[config.mk]
export PLATFORM = sky130hd
export DESIGN_NAME = download_packer
export DESIGN_NICKNAME = d
export VERILOG_FILES = /design/src/rtl/download_packer.sv
export SDC_FILE = /design/constraint.sdc
export NUM_CORES = 1
export LEC_CHECK = 0
export ABC_AREA = 0
export BUFFER_PORTS_ARGS = -buffer_cell sky130_fd_sc_hd__buf_2
export CAP_MARGIN = 20
export CORE_MARGIN = 2
export CORE_UTILIZATION = 59
export CTS_BUF_LIST = sky130_fd_sc_hd__clkbuf_4
export DETAILED_ROUTE_END_ITERATION = 8
export PLACE_DENSITY_LB_ADDON = 0.2
export REMOVE_ABC_BUFFERS = 1
export SETUP_SLACK_MARGIN = 0.05
export SLEW_MARGIN = 20
export SYNTH_ARGS = -nofsm -noshare
export SYNTH_HDL_FRONTEND = slang
export SYNTH_SLANG_ARGS = --single-unit
[constraint.sdc]
create_clock -name clk -period 21.5 [get_ports clk]
set_input_delay 2.15 -clock clk [delete_from_list [all_inputs] [get_ports clk]]
set_output_delay 2.15 -clock clk [all_outputs]
set_load 0.01 [all_outputs]
[src/rtl/download_packer.sv]
// Packs the HPS byte-wide ROM download into 32-bit little-endian SDRAM words
// through a one-word accumulator, a two-entry word FIFO and a req/ack issuer.
module download_packer (
  input  logic        clk,
  input  logic        reset,
  input  logic [24:0] ioctl_addr,
  input  logic [7:0]  ioctl_data,
  input  logic        ioctl_wr,
  input  logic        ioctl_download,
  output logic        ioctl_wait,
  output logic [22:0] sdram_addr,
  output logic [31:0] sdram_data,
  output logic        sdram_we,
  output logic        sdram_req,
  input  logic        sdram_ack,
  output logic        done,
  output logic        overflow
);

  typedef enum logic {S_IDLE = 1'b0, S_REQ = 1'b1} state_e;

  typedef struct packed {
    logic [22:0] addr;
    logic [31:0] data;
  } word_t;

  // Download framing and status
  logic        dl_q;
  logic        seen_q, seen_d;
  logic        done_q, done_d;
  logic        ovf_q, ovf_d;
  logic        dl_rise;

  // Accumulator
  logic [22:0] acc_tag_q, acc_tag_d;
  logic [31:0] acc_data_q, acc_data_d;
  logic [3:0]  acc_mask_q, acc_mask_d;

  // Word FIFO
  word_t       fifo_q [2];
  logic        wr_ptr_q, wr_ptr_d;
  logic        rd_ptr_q, rd_ptr_d;
  logic [1:0]  count_q, count_d;
  logic [1:0]  free;
  logic [1:0]  push_cnt;
  word_t       push_a, push_b;

  // Issuer
  state_e      state_q, state_d;
  logic [22:0] addr_q;
  logic [31:0] data_q;
  logic        fsm_req, load_head, pop;

  // Byte-path intermediates
  logic [22:0] base_tag, wr_tag;
  logic [31:0] base_data, start_data, merged_data;
  logic [3:0]  base_mask, start_mask, merged_mask;
  logic [1:0]  wr_lane, wr_pushes;
  logic        wr_en, need_flush, lane3, drop, end_flush;

  assign dl_rise = ioctl_download & ~dl_q;

  always_ff @(posedge clk) begin
    // NOTE: registers take non-blocking assignments so every flop samples
    // pre-edge values regardless of the order these processes run in.
    if (reset) begin
      dl_q   <= 1'b0;
      seen_q <= 1'b0;
      done_q <= 1'b0;
      ovf_q  <= 1'b0;
    end else begin
      dl_q   <= ioctl_download;
      seen_q <= seen_d;
      done_q <= done_d;
      ovf_q  <= ovf_d;
    end
  end

  always_comb begin
    // NOTE: every output of this block gets a default first, so no path
    // leaves a signal unassigned and no latch is inferred.
    base_mask   = dl_rise ? 4'h0 : acc_mask_q;
    base_data   = dl_rise ? 32'h0 : acc_data_q;
    base_tag    = acc_tag_q;
    wr_tag      = ioctl_addr[24:2];
    wr_lane     = ioctl_addr[1:0];
    wr_en       = ioctl_wr & ioctl_download;
    free        = 2'd2 - count_q + {1'b0, pop};

    need_flush  = (base_mask != 4'h0) && (base_tag != wr_tag);
    start_mask  = need_flush ? 4'h0 : base_mask;
    start_data  = need_flush ? 32'h0 : base_data;
    merged_data = start_data;
    merged_data[{wr_lane, 3'b000} +: 8] = ioctl_data;
    merged_mask = start_mask | (4'b0001 << wr_lane);
    lane3       = (wr_lane == 2'd3);
    wr_pushes   = {1'b0, need_flush} + {1'b0, lane3};
    drop        = wr_en && (wr_pushes > free);
    end_flush   = ~ioctl_download && (acc_mask_q != 4'h0) && (free != 2'd0);

    acc_tag_d   = acc_tag_q;
    acc_data_d  = base_data;
    acc_mask_d  = base_mask;
    push_cnt    = 2'd0;
    push_a      = '0;
    push_b      = '0;
    ovf_d       = dl_rise ? 1'b0 : ovf_q;

    if (wr_en) begin
      if (drop) begin
        ovf_d = 1'b1;
      end else begin
        if (need_flush) begin
          push_a   = '{addr: base_tag, data: base_data};
          push_cnt = 2'd1;
        end
        if (lane3) begin
          // The completing byte travels with its word; the accumulator empties.
          if (need_flush) push_b = '{addr: wr_tag, data: merged_data};
          else            push_a = '{addr: wr_tag, data: merged_data};
          push_cnt   = push_cnt + 2'd1;
          acc_mask_d = 4'h0;
          acc_data_d = 32'h0;
        end else begin
          acc_tag_d  = wr_tag;
          acc_mask_d = merged_mask;
          acc_data_d = merged_data;
        end
      end
    end else if (end_flush) begin
      push_a     = '{addr: acc_tag_q, data: acc_data_q};
      push_cnt   = 2'd1;
      acc_mask_d = 4'h0;
      acc_data_d = 32'h0;
    end

    count_d  = count_q - {1'b0, pop} + push_cnt;
    wr_ptr_d = wr_ptr_q ^ push_cnt[0];
    rd_ptr_d = rd_ptr_q ^ pop;

    seen_d = seen_q | dl_rise;
    done_d = dl_rise ? 1'b0
           : done_q | (seen_q && !ioctl_download && (acc_mask_q == 4'h0) &&
                       (count_q == 2'd0) && (state_q == S_IDLE));
  end

  always_ff @(posedge clk) begin
    if (reset) begin
      acc_tag_q  <= '0;
      acc_data_q <= '0;
      acc_mask_q <= '0;
      wr_ptr_q   <= 1'b0;
      rd_ptr_q   <= 1'b0;
      count_q    <= 2'd0;
    end else begin
      acc_tag_q  <= acc_tag_d;
      acc_data_q <= acc_data_d;
      acc_mask_q <= acc_mask_d;
      wr_ptr_q   <= wr_ptr_d;
      rd_ptr_q   <= rd_ptr_d;
      count_q    <= count_d;
    end
  end

  // NOTE: FIFO storage is deliberately left out of reset; the reset
  // pointers and count make stale contents unreachable.
  always_ff @(posedge clk) begin
    if (push_cnt != 2'd0) fifo_q[wr_ptr_q]  <= push_a;
    if (push_cnt == 2'd2) fifo_q[~wr_ptr_q] <= push_b;
  end

  always_ff @(posedge clk) begin
    if (reset) state_q <= S_IDLE;
    else       state_q <= state_d;
  end

  always_comb begin
    state_d = state_q;
    case (state_q)
      S_IDLE:  if (count_q != 2'd0) state_d = S_REQ;
      S_REQ:   if (sdram_ack)       state_d = S_IDLE;
      default: state_d = S_IDLE;
    endcase
  end

  always_comb begin
    fsm_req   = (state_q == S_REQ);
    load_head = (state_q == S_IDLE) && (count_q != 2'd0);
    pop       = (state_q == S_REQ) && sdram_ack;
  end

  // Head word is captured on entry to S_REQ and held until the ack.
  always_ff @(posedge clk) begin
    if (reset) begin
      addr_q <= '0;
      data_q <= '0;
    end else if (load_head) begin
      addr_q <= fifo_q[rd_ptr_q].addr;
      data_q <= fifo_q[rd_ptr_q].data;
    end
  end

  assign sdram_req  = fsm_req & ~reset;
  assign sdram_we   = sdram_req;
  assign sdram_addr = reset ? 23'h0 : addr_q;
  assign sdram_data = reset ? 32'h0 : data_q;
  assign ioctl_wait = ~reset & ((count_q == 2'd2) ||
                                ((count_q == 2'd1) && (acc_mask_q != 4'h0)));
  assign done       = done_q & ~reset;
  assign overflow   = ovf_q & ~reset;

endmodule
* Yosys cells after proc, flatten, opt, wreduce, memory -nomap -nowiden *
Memory sizes are Yosys's and may differ from the RTL's. A register that Yosys moved wholly into a read port is not among the register bits.
Index checks and enable logic that the tools add are counted.
W data, S select, Z words.

storage, ports and cells
  logic and storage cells = 110
  memories = 1
  output and inout port bits = 60
  input port bits = 38
  memory bits (writable) = 110
  flip-flop bits (word level) = 68

memories
  name    depth  width  rd ports  clocked after Yosys merged registers in  write ports  RTL line  RTL
  fifo_q  2      55     1         1                                        2            40        word_t fifo_q [2];

operators by class
  $lt $le $gt $ge = 1
  reductions and logical operators = 22
  shift-type cells = 3
  equality and inequality tests = 5
  bitwise operators = 18
  mux-type cells = 42
  $add $sub $neg = 7

operators by type and width
  kind                      number
  $mux W55                  10
  $mux W32                  7
  $bwmux W32                1
  $shift A8 B7 Y32 const A  1
  $shiftx A8 B7 Y32         1
  $mux W4                   6
  $mux W23                  1
  $ne A23 B23 Y1            1
  $logic_and A1 B1 Y1       11
  $mux W1                   11
  $mux W2                   5
  $reduce_bool A4 Y1        2
  $neg A5 Y7                1
  $not A1 Y1                7
  $and A1 B1 Y1             6
  $eq A2 B2 Y1 const B      3
  $reduce_bool A2 Y1        3
  $logic_not A4 Y1          1
  $or A4 B4 Y4              1
  $shl A1 B2 Y4 const A     1
  $reduce_and A3 Y1         1
  $add A1 B1 Y2             1
  $add A2 B1 Y2             1
  $add A2 B1 Y2 const B     1
  other kinds (12)          14

* Logic depth before layout (Yosys ltp) *
Gate-level depths: netlist of the first run.

  depth after elaboration = 17
  depth in mapped cells = 16
  depth with buffers taken out = 16

* Worst setup path after synthesis of the first run *
OpenSTA, ideal clock, no wires.

  kind = input-to-reg
  start = input ioctl_addr[23]
  end = memory fifo_q[0][0] in the netlist's numbering, enable pin
  setup time = 0.544 ns
  arrival = 8.547 ns
  buffers on the path = 0
  slack = 12.408 ns
  stages on the path = 11
  data required time = 20.956 ns
  path through = xor2_1 > nor4_2 > nand4_4 > o21ai_2 > inv_1 > ha_1 > ha_1 > and3_1 > a211oi_2 > a21oi_1 > o21ai_0

RTL lines
  item             RTL line  RTL
  start, declared  6         input logic [24:0] ioctl_addr,
  end, declared    40

==> impl_metrics.py, run 1 <==
metrics = {
    "run_status": {
        "outcome": "complete, no violations",
    },
    "timing": {
        "hold_ws_ns": 0.4683,
        "fin_crit_sh": 0.3337,
        "max_slew_margin": 0.2558,
        "rsz0062_at_grt": "no",
        "fmax_ghz": 0.1394,
        "tightest_slew_ns": 1.114,
        "finalSetupTns_ns": 0,
        "setup_viol": 0,
        "hold_viol_final": 0,
        "period_needed_ns": 7.175,
        "finalClockSkew_ns": 0.04942,
        "maxSlewViolCount": 0,
    },
    "pwr": {
        "p_per_area_nw_per_um2": 100.9,
        "p_int_uw": 866.0,
        "clockPowerShare": 0.299,
        "p_switching_uw": 402.5,
        "p_leak_nw": 4.346,
        "switching_share": 0.3173,
        "p_comb_frac": 0.239,
        "seqPwrFrac": 0.462,
        "irDropWorstVdd_mv": 0.1895,
    },
    "critical_path": {
        "crit_path_start_kind": "input port",
        "path_buf_inv": 2,
        "critPathMaxFanout": 27,
        "cp-end-kind": "register",
        "critPathRequiredTime_ns": 21.94,
        "critPathMaxStageDelay_ns": 0.93,
        "crit_chain": "buf_2 > xor2_1 > nor4_2 > nand4_4 > o21ai_2 > inv_1 > ha_1 > ha_1 > and3_1 > a211o_1 > nor2_1 > o311a_1 > nand2_1 > o221ai_1",
        "cp.arrival_ns": 7.62,
        "critical_path_class": "input port to register",
        "rrSetupSlack_ns": 15.55,
        "rr_worst_depth": 13,
        "path_common_cell": "ha_1",
        "slowest_stage": "nand2_1",
        "path_delay_family": "compound AO/OA/AOI/OAI gates",
        "cp.depth": 14,
    },
    "synth": {
        "async_reset_ff_frac": 0,
        "syn_area_sq_um": 11290,
        "synthSimpleGateAreaFrac": 0.1619,
        "synth-xor-area-share": 0.02482,
        "yosys_warnings": 0,
        "synthAdderAreaFrac": 0.009973,
        "ys_seq_area_frac": 0.5106,
        "ys_ff_latch": 233,
        "synth_compound_area_frac": 0.1977,
        "synth_top_family_by_area": "compound AO/OA/AOI/OAI gates",
        "synth_mux_area_frac": 0.04876,
        "synth_cells": 1087,
        "ys_types": 44,
        "postSynthAreaPerCell_sq_um": 10.39,
        "synth_edf_count": 110,
        "ys.flop_type": "dfxtp_1",
    },
    "placement": {
        "numPortBuffers": 97,
        "dp_hpwl_mm": 15.65,
        "place_area_sq_um": 11790,
        "gp_congestion": 0.8683,
    },
    "min_path": {
        "hold_path_class": "register to register",
        "min_path_cells": 2,
    },
    "clock_network": {
        "post_cts_buffers": 0,
        "h-tree-depth": 2,
        "cts_resized": 0,
        "clock_sinks": 233,
        "cts_root_buf": "clkbuf_4",
        "clk_latency_ns": 0.69,
        "clockBufferDepth": 3,
        "cts_tree": "built",
        "numCtsBuffers": 59,
        "hold_buffers": 0,
        "clk_transition_reported_paths_ns": 0.06,
    },
    "grt": {
        "grt_pass1_wl_mm": 42.19,
        "gr-usage-all-layers": 0.2612,
        "grt_pass1_vias": 8285,
        "antenna_found_initial": 2,
        "grt_max_degree": 111,
        "overflow": 0,
    },
    "detailed_routing": {
        "drt_iter0_drc": 807,
        "detail-route-antenna-nets": 0,
        "dr.pass1.iters": 8,
        "drc_errors": 0,
        "wl_per_cell_um": 18.37,
        "via_count": 8821,
        "routed_wl_mm": 26.69,
        "viasPerCell": 6.071,
    },
    "floorplanning": {
        "pin_count": 98,
        "die_area_sq_um": 20260,
        "core-area_sq_um": 18770,
        "start_util": 0.6016,
        "die_w_um": 142.3,
        "row_count": 50,
        "dieHeight_um": 142.3,
    },
    "layout": {
        "area_growth_pct": 11.38,
        "drive_gt1_frac": 0.1806,
        "final_cell_mix": "122 x dfxtp_1, 110 x edfxtp_1, 96 x nand2_1, 96 x buf_2, 89 x clkbuf_4",
        "design_area_sq_um": 12580,
        "finalNetCount": 1215,
        "mostFrequentLayoutCell": "dfxtp_1",
    },
    "flow_run": {
        "cap_viol_max_count": 0,
    },
}
[per-stage QoR]
stage | power (mW) | setup WS (ns) | instances | util
2_1_floorplan | 0.8163 | 12.41 | 999 | -
3_3_place_gp | 0.8905 | 13.93 | 1341 | 0.6281
3_5_place_dp | 0.8991 | 13.81 | 1341 | 0.6281
4_1_cts | 1.279 | 14.52 | 1452 | 0.6697
5_1_grt | 1.346 | 14.00 | 1453 | 0.6701
6_report | 1.269 | 14.32 | 1453 | 0.6701
[sequential cells by signal, indices dropped and copies added, names as in the netlist, 2 cells and up]
signal      count
addr_q         23
fifo_q        110
count_q         2
acc_mask_q      4
acc_data_q     32
acc_tag_q      23
data_q         32
[logic make-up (layout without fill, tap and decap cells)]
| logic type | count (synthesis) | in the layout |
|---|---|---|
| flops | 233 | 233 |
| simple gates | 352 | 352 |
| other cells | 0 | 1 |
| mux | 55 | 55 |
| buf+inv | 118 | 249 |
| fa+ha+maj | 9 | 9 |
| compound gates | 288 | 288 |
| xor+xnor | 32 | 32 |
[layout make-up]
cell class                      count  area (sq um)
Inverter                           30         112.6
Clock buffer                       89         668.1
Sequential cell                   233          5769
Multi-Input combinational cell    736          5042
Tap cell                          234         292.8
Fill cell                        1567          6192
Clock inverter                     22         113.9
Timing Repair Buffer              108         574.3
Antenna cell                        1         2.502
[cell usage after synthesis, types with 12 or more instances]
cell type,count,area (sq um)
a211oi_1,58,435.4
xor2_1,24,210.2
mux2i_1,55,550.5
inv_1,30,112.6
edfxtp_1,110,3303
o2bb2ai_1,16,140.1
buf_2,12,60.06
a21oi_1,55,275.3
nand2_1,96,360.4
o221ai_1,48,420.4
nand3b_1,27,202.7
a22o_1,70,613.1
nor2_1,78,292.8
dfxtp_1,123,2462
clkbuf_1,61,229.0
nand3_1,52,260.3
o311ai_0,24,210.2
nor2b_1,61,381.6
[power groups by stage]
stage | clock [mW] | sequential (mW) | combinational (mW)
detailed placement | 0 | 0.596 | 0.303
floorplan | 0 | 0.584 | 0.232
CTS | 0.387 | 0.587 | 0.305
global route | 0.407 | 0.596 | 0.343
finish | 0.379 | 0.587 | 0.303
global placement | 0 | 0.593 | 0.297
[per-layer routing]
| metal | vias up | wire [um] | GRT usage |
|---|---|---|---|
| met5 | - | 0 | 0 |
| met4 | 0 | 505 | 0.09588 |
| met3 | 45 | 2018 | 0.06191 |
| li1 | 4294 | - | - |
| met2 | 369 | 12650 | 0.4211 |
| met1 | 4113 | 11510 | 0.3465 |
[worst min-delay path, cell delays in order (launching register included)]
cell,delay (ns)
dfxtp_1,0.31
nand4_1,0.06
nand2_1,0.05
[path summary, 6_finish.rpt]
kind | start | end
hold / removal | seen_q | done_q
setup reg to reg | acc_tag_q[13] | fifo_q[0][7]
setup / recovery | ioctl_addr[15] | fifo_q[0][7]
hold reg to reg | seen_q | done_q
Note: power is estimated with default switching activity, not from simulation.
==> run 2: changes to the inputs <==
Clock period 21.5 ns to 6.7 ns, I/O delays scaled along.
==> run 2 against run 1 <==
Net effect:
- design area rose by 1.0%
- sequential cell count unchanged
- critical path depth up 1
- critical endpoint is now fifo_q[0][36]
- clock skew is 0.013 ns higher
- sequential share of layout area is 0.46 points lower
- die area unchanged
- largest power group unchanged
- largest cell class unchanged
- combinational power rose to 3.3 times the previous value
- final cell count is 0.89% higher
==> impl_metrics.py, run 2 (synthesis gave the netlist of run 1 again) <==
metrics = {
    "layout": {
        "area_growth_pct": 12.50,
        "design_area_sq_um": 12700,
        "final_cell_mix": "122 x dfxtp_1, 110 x edfxtp_1, 96 x nand2_1, 96 x buf_2, 87 x clkbuf_4",
        "largest_register_ffs": 110,
        "mostFrequentLayoutCell": "dfxtp_1",
        "reg_top3": "fifo_q x110, acc_data_q x32, data_q x32",
        "largest_register": "fifo_q",
        "drive_gt1_frac": 0.1846,
        "finalNetCount": 1226,
    },
    "critical_path": {
        "rr_startpoint": "acc_tag_q[13]",
        "cp.arrival_ns": 5.66,
        "regToRegEndpoint": "fifo_q[0][36]",
        "critical_path_class": "register to register",
        "critPathRequiredTime_ns": 7.26,
        "rr_worst_depth": 15,
        "cp-end-kind": "register",
        "critPathMaxFanout": 27,
        "crit_path_start_kind": "register",
        "rrSetupSlack_ns": 1.60,
    },
    "pwr": {
        "p_per_area_nw_per_um2": 321.7,
        "p_leak_nw": 4.476,
        "switching_share": 0.3174,
        "p_switching_mw": 1.297,
        "p_comb_frac": 0.244,
        "p_int_mw": 2.789,
        "seqPwrFrac": 0.460,
        "clockPowerShare": 0.296,
        "irDropWorstVdd_mv": 0.5719,
    },
    "floorplanning": {
        "dieHeight_um": 142.3,
        "row_count": 50,
        "die_area_sq_um": 20260,
        "die_w_um": 142.3,
        "start_util": 0.6016,
        "core-area_sq_um": 18770,
        "pin_count": 98,
    },
    "detailed_routing": {
        "wl_per_cell_um": 18.07,
        "routed_wl_mm": 26.49,
        "drc_errors": 0,
        "drt_iter0_drc": 727,
        "via_count": 8934,
        "detail-route-antenna-nets": 0,
        "viasPerCell": 6.094,
        "dr.pass1.iters": 5,
    },
    "timing": {
        "rsz0062_at_grt": "no",
        "fin_crit_sh": 0.7607,
        "period_needed_ns": 5.097,
        "finalClockSkew_ns": 0.06269,
        "max_slew_margin": 0.2755,
        "hold_ws_ns": 0.1821,
        "hold_viol_final": 0,
        "setup_viol": 0,
        "fmax_ghz": 0.1962,
        "tightest_slew_ns": 1.087,
        "maxSlewViolCount": 0,
    },
    "run_status": {
        "outcome": "complete, no violations",
    },
    "grt": {
        "grt_pass1_wl_mm": 42.48,
        "grt_max_degree": 111,
        "grt_pass1_vias": 8527,
        "antenna_found_initial": 2,
        "gr-usage-all-layers": 0.2630,
        "overflow": 0,
    },
    "clock_network": {
        "cts_tree": "built",
        "numCtsBuffers": 59,
        "clockBufferDepth": 3,
        "h-tree-depth": 2,
        "cts_root_buf": "clkbuf_4",
        "clk_latency_ns": 0.70,
        "clock_sinks": 233,
        "hold_buffers": 0,
        "post_cts_buffers": 0,
        "cts_resized": 0,
        "clk_transition_reported_paths_ns": 0.07,
    },
    "flow_run": {
        "cap_viol_max_count": 0,
    },
    "placement": {
        "numPortBuffers": 97,
        "place_area_sq_um": 11870,
        "gp_congestion": 0.8933,
        "dp_hpwl_mm": 16.10,
    },
    "min_path": {
        "hold_start": "sdram_ack",
        "hold_path_class": "input port to register",
        "min_path_cells": 2,
        "worstHoldEndpoint": "fsm_req",
    },
}
-- run 2: cell count changes in the layout (fill, tap and decap cells not counted) --
cell        delta
buf_12         +1
buf_16         +1
buf_4         +10
buf_6          -1
clkbuf_4       -2
clkinv_1       +4
clkinvlp_4     -1
diode_2        +1
inv_2          -1
inv_6          +1
nor2_1         +1
nor2_2         -1
o211ai_2       -2
o211ai_4       +2
-- run 2: final cells by class --
cell class	instances	area [sq um]
Multi-Input combinational cell	736	5057
Tap cell	234	292.8
Sequential cell	233	5769
Fill cell	1461	6066
Antenna cell	2	5.005
Clock buffer	87	653.1
Timing Repair Buffer	119	685.7
Clock inverter	25	126.4
Inverter	30	112.6
-- run 2: worst max-delay path by stage --
stage / startpoint / slack (ns) / depth (start not counted) / to
2_1_floorplan: ioctl_addr[23] / -0.91 / 11 / fifo_q[0][0]
3_3_place_gp: ioctl_addr[15] / 1.40 / 16 / fifo_q[0][47]
3_5_place_dp: ioctl_addr[15] / 1.29 / 16 / fifo_q[1][51]
4_1_cts: acc_tag_q[13] / 1.68 / 15 / fifo_q[1][51]
5_1_grt: acc_tag_q[13] / 1.27 / 15 / fifo_q[1][34]
6_report: acc_tag_q[13] / 1.60 / 15 / fifo_q[0][36]
-- run 2: critical path: stages (launching register included) --
cell	delay, ns
dfxtp_1	0.34
xor2_1	0.18
nor4_2	0.51
nand4_4	0.31
o21ai_2	0.39
inv_1	0.08
ha_1	0.25
ha_1	0.32
and3_1	0.22
a211o_1	0.61
nor2_1	0.26
o311a_1	0.55
buf_4	0.32
and2_1	0.15
buf_4	0.29
a22o_1	0.18
-- run 2: per-layer routing --
| layer | global-route usage | share of wire |
|---|---|---|
| met1 | 0.3529 | 0.43 |
| met2 | 0.4129 | 0.46 |
| met3 | 0.05855 | 0.077 |
| met4 | 0.1152 | 0.024 |
| met5 | 0 | 0 |
-- run 2: power by group through the flow --
stage / clock, mW / sequential [mW] / combinational, mW
global route: 1.31 / 1.91 / 1.12
finish: 1.21 / 1.88 / 0.995
detailed placement: 0 / 1.91 / 0.979
floorplan: 0 / 1.87 / 0.746
global placement: 0 / 1.90 / 0.961
CTS: 1.23 / 1.88 / 0.982
-- run 2: through the flow --
| step | worst slack (ns) | instances | power [mW] | utilization | setup TNS, ns |
|---|---|---|---|---|---|
| 2_1_floorplan | -0.9116 | 999 | 2.620 | - | -100.28 |
| 3_3_place_gp | 1.399 | 1351 | 2.864 | 0.6326 | 0 |
| 3_5_place_dp | 1.289 | 1351 | 2.893 | 0.6326 | 0 |
| 4_1_cts | 1.684 | 1463 | 4.100 | 0.6741 | 0 |
| 5_1_grt | 1.269 | 1466 | 4.331 | 0.6768 | 0 |
| 6_report | 1.603 | 1466 | 4.086 | 0.6768 | 0 |
==> run 3: changes to the inputs <==
Settings changed: ABC_AREA 0 to 1.
Clock period 6.7 ns to 5 ns, I/O delays scaled along.
==> run 3 against run 2 <==
Net effect:
- worst hold slack worse by 0.063 ns
- utilization is 1.2 points lower
- register-to-register slack worse by 0.37 ns
- final cell count grew 51%
- design area increased by 10%
- global-route usage increased by 3.3 points
- combinational power up 38%
- critical endpoint is now fifo_q[0][20]
- largest power group unchanged
- highest routed layer unchanged
==> impl_metrics.py, run 3 <==
metrics = {
    "placement": {
        "post-place-ws_ns": 1.096,
        "dp_hpwl_mm": 19.31,
        "gp_congestion": 0.8901,
        "numPortBuffers": 97,
        "place_area_sq_um": 13240,
    },
    "detailed_routing": {
        "wl_met2_mm": 15.20,
        "routed_wl_mm": 33.02,
        "drc_errors": 0,
        "detail-route-antenna-nets": 0,
        "top_layer_used": "met4",
        "wl_met1_mm": 14.09,
        "via_count": 12140,
        "drt_iter0_drc": 1054,
        "viasPerCell": 5.493,
        "wl_per_cell_um": 14.94,
        "wl_met3_mm": 3.049,
        "dr.pass1.iters": 6,
    },
    "critical_path": {
        "cp.arrival_ns": 4.10,
        "worstSetupEndpoint": "fifo_q[0][20]",
        "critical_path_class": "register to register",
        "cp-end-kind": "register",
        "regToRegEndpoint": "fifo_q[0][20]",
        "rr_startpoint": "acc_tag_q[8]",
        "rrSetupSlack_ns": 1.23,
        "critPathMaxFanout": 40,
        "crit_path_start_kind": "register",
        "rr_worst_depth": 20,
        "worstSetupStartpoint": "acc_tag_q[8]",
        "critPathRequiredTime_ns": 5.34,
    },
    "synth": {
        "ys_seq_area_frac": 0.4528,
        "syn_area_sq_um": 12730,
        "ys_types": 36,
        "synth_top_cell_by_area": "edfxtp_1",
        "async_reset_ff_frac": 0,
        "synth_cells": 1825,
        "synth_area_leaders": "edfxtp_1 26%, nand2_1 21%, dfxtp_1 19%, inv_1 5.0%, o21ai_0 4.0%",
        "yosysMostFrequentCell": "nand2_1",
        "synth_commonest_cells": "727 x nand2_1, 168 x inv_1, 127 x nor2_1, 123 x dfxtp_1, 110 x edfxtp_1",
        "ys_ff_latch": 233,
        "postSynthAreaPerCell_sq_um": 6.977,
        "ys.flop_type": "dfxtp_1",
        "synth_edf_count": 110,
        "synth_top_area_frac": 0.2594,
        "yosys_warnings": 0,
    },
    "timing": {
        "fmax_ghz": 0.2656,
        "maxSlewViolCount": 0,
        "tightest_slew_ns": 1.103,
        "finalSetupTns_ns": 0,
        "worst_slack_ns": 1.234,
        "rsz0062_at_grt": "no",
        "max_slew_margin": 0.2646,
        "fin_crit_sh": 0.7531,
        "finalClockSkew_ns": 0.05284,
        "period_needed_ns": 3.766,
        "hold_viol_final": 0,
        "setup_viol": 0,
    },
    "grt": {
        "gr-usage-all-layers": 0.2963,
        "grt_pass1_wl_mm": 54.48,
        "grt_max_degree": 78,
        "antenna_found_initial": 2,
        "overflow": 0,
        "grt_pass1_vias": 11130,
    },
    "layout": {
        "mostFrequentLayoutCell": "nand2_1",
        "design_area_sq_um": 14020,
        "largest_register_ffs": 110,
        "area_growth_pct": 10.09,
        "finalNetCount": 1931,
        "reg_top3": "fifo_q x110, acc_data_q x32, data_q x32",
        "largest_register": "fifo_q",
        "drive_gt1_frac": 0.1314,
        "final_cell_mix": "726 x nand2_1, 166 x inv_1, 126 x nor2_1",
    },
    "floorplanning": {
        "start_util": 0.6038,
        "die_w_um": 150.9,
        "die_area_sq_um": 22770,
        "dieHeight_um": 150.9,
        "core-area_sq_um": 21090,
        "row_count": 53,
        "pin_count": 98,
    },
    "pwr": {
        "p_per_area_nw_per_um2": 393.9,
        "clockPowerShare": 0.299,
        "irDropWorstVdd_mv": 0.4420,
        "seqPwrFrac": 0.453,
        "switching_share": 0.3411,
        "p_comb_frac": 0.248,
        "p_switching_mw": 1.883,
        "p_int_mw": 3.638,
        "p_leak_nw": 6.414,
    },
    "flow_run": {
        "cap_viol_max_count": 0,
    },
    "clock_network": {
        "cts_tree": "built",
        "clk_transition_reported_paths_ns": 0.07,
        "clock_sinks": 233,
        "hold_buffers": 0,
        "clk_latency_ns": 0.71,
        "h-tree-depth": 2,
        "post_cts_buffers": 0,
        "clockBufferDepth": 3,
        "numCtsBuffers": 58,
        "cts_root_buf": "clkbuf_4",
        "cts_resized": 0,
    },
    "run_status": {
        "outcome": "complete, no violations",
    },
    "min_path": {
        "hold_path_class": "input port to register",
    },
}
==> run 3: changes by cell type after synthesis, sizes merged, moves of 25 or more <==
cell | previous run | this run
o221ai | 48 | 0
a22o | 70 | 0
a21oi | 55 | 80
a31oi | 0 | 55
inv | 30 | 184
nand4 | 3 | 48
o21ai | 7 | 136
a211oi | 59 | 1
nand2 | 96 | 730
nor2 | 78 | 134
nor2b | 61 | 0
nand3 | 52 | 77
nand3b | 27 | 0
mux2i | 55 | 0
==> run 3: cell families after synthesis <==
family                   synth area share
XOR/XNOR                         0.004815
flip-flops                         0.4528
AND/OR/NAND/NOR                    0.3188
buffers and inverters             0.09836
AO/OA/AOI/OAI                      0.1164
adder cells (fa/ha/maj)          0.008844
==> run 3: final cells by class <==
| class | instances | area [sq um] |
|---|---|---|
| sequential | 233 | 5767 |
| timing repair buffer | 118 | 693.2 |
| fill | 1861 | 7069 |
| antenna | 2 | 5.005 |
| tap | 275 | 344.1 |
| inverter | 184 | 693.2 |
| clock buffer | 96 | 720.7 |
| clock inverter | 13 | 53.80 |
| multi-input combinational | 1289 | 5742 |
==> run 3: worst max-delay path, stage by stage (launching register included) <==
cell and delay (ns):
dfxtp_1 0.35, inv_1 0.06, nand2_1 0.06, nand2_1 0.04
nor2_1 0.12, nand2_1 0.09, nor2_1 0.31, nand3_2 0.17
nand2_2 0.09, inv_1 0.05, ha_1 0.19, ha_1 0.29
o21ai_1 0.06, nand2_1 0.05, nand2_1 0.09, nor2_4 0.13
inv_2 0.07, nor2_1 0.25, nand2_4 0.17, nand2_2 0.38
buf_12 0.30
==> run 3: how the worst min path moves through the flow <==
stage                         from        endpoint  cells after the start
finish              ioctl_download            dl_q                      3
global route        ioctl_download            dl_q                      3
CTS                 ioctl_download            dl_q                      3
detailed placement  acc_data_q[26]  acc_data_q[26]                      2
global placement    acc_data_q[30]  acc_data_q[30]                      2
floorplan                   seen_q          seen_q                      2
==> run 3: power by group through the flow <==
stage | Combinational [mW] | Clock, mW | Sequential (mW)
floorplan | 0.885 | 0 | 2.52
global route | 1.54 | 1.78 | 2.54
CTS | 1.37 | 1.67 | 2.50
finish | 1.37 | 1.65 | 2.50
global placement | 1.34 | 0 | 2.53
detailed placement | 1.36 | 0 | 2.54
==> run 3: metrics by stage <==
stage / cells / power [mW] / hold slack, ns / utilization
5_1_grt: 2210 / 5.861 / 0.09553 / 0.6648
3_3_place_gp: 2099 / 3.870 / 0.4551 / 0.6278
6_report: 2210 / 5.521 / 0.1192 / 0.6648
4_1_cts: 2208 / 5.548 / 0.07683 / 0.6645
3_5_place_dp: 2099 / 3.902 / 0.4617 / 0.6278
2_1_floorplan: 1706 / 3.410 / 0.4306 / -
==> run 3: routing by layer <==
metal	global-route usage	vias to the layer above
li1	-	6029
met1	0.4070	5466
met2	0.4884	579
met3	0.04337	65
met4	0.09019	0
met5	0	-
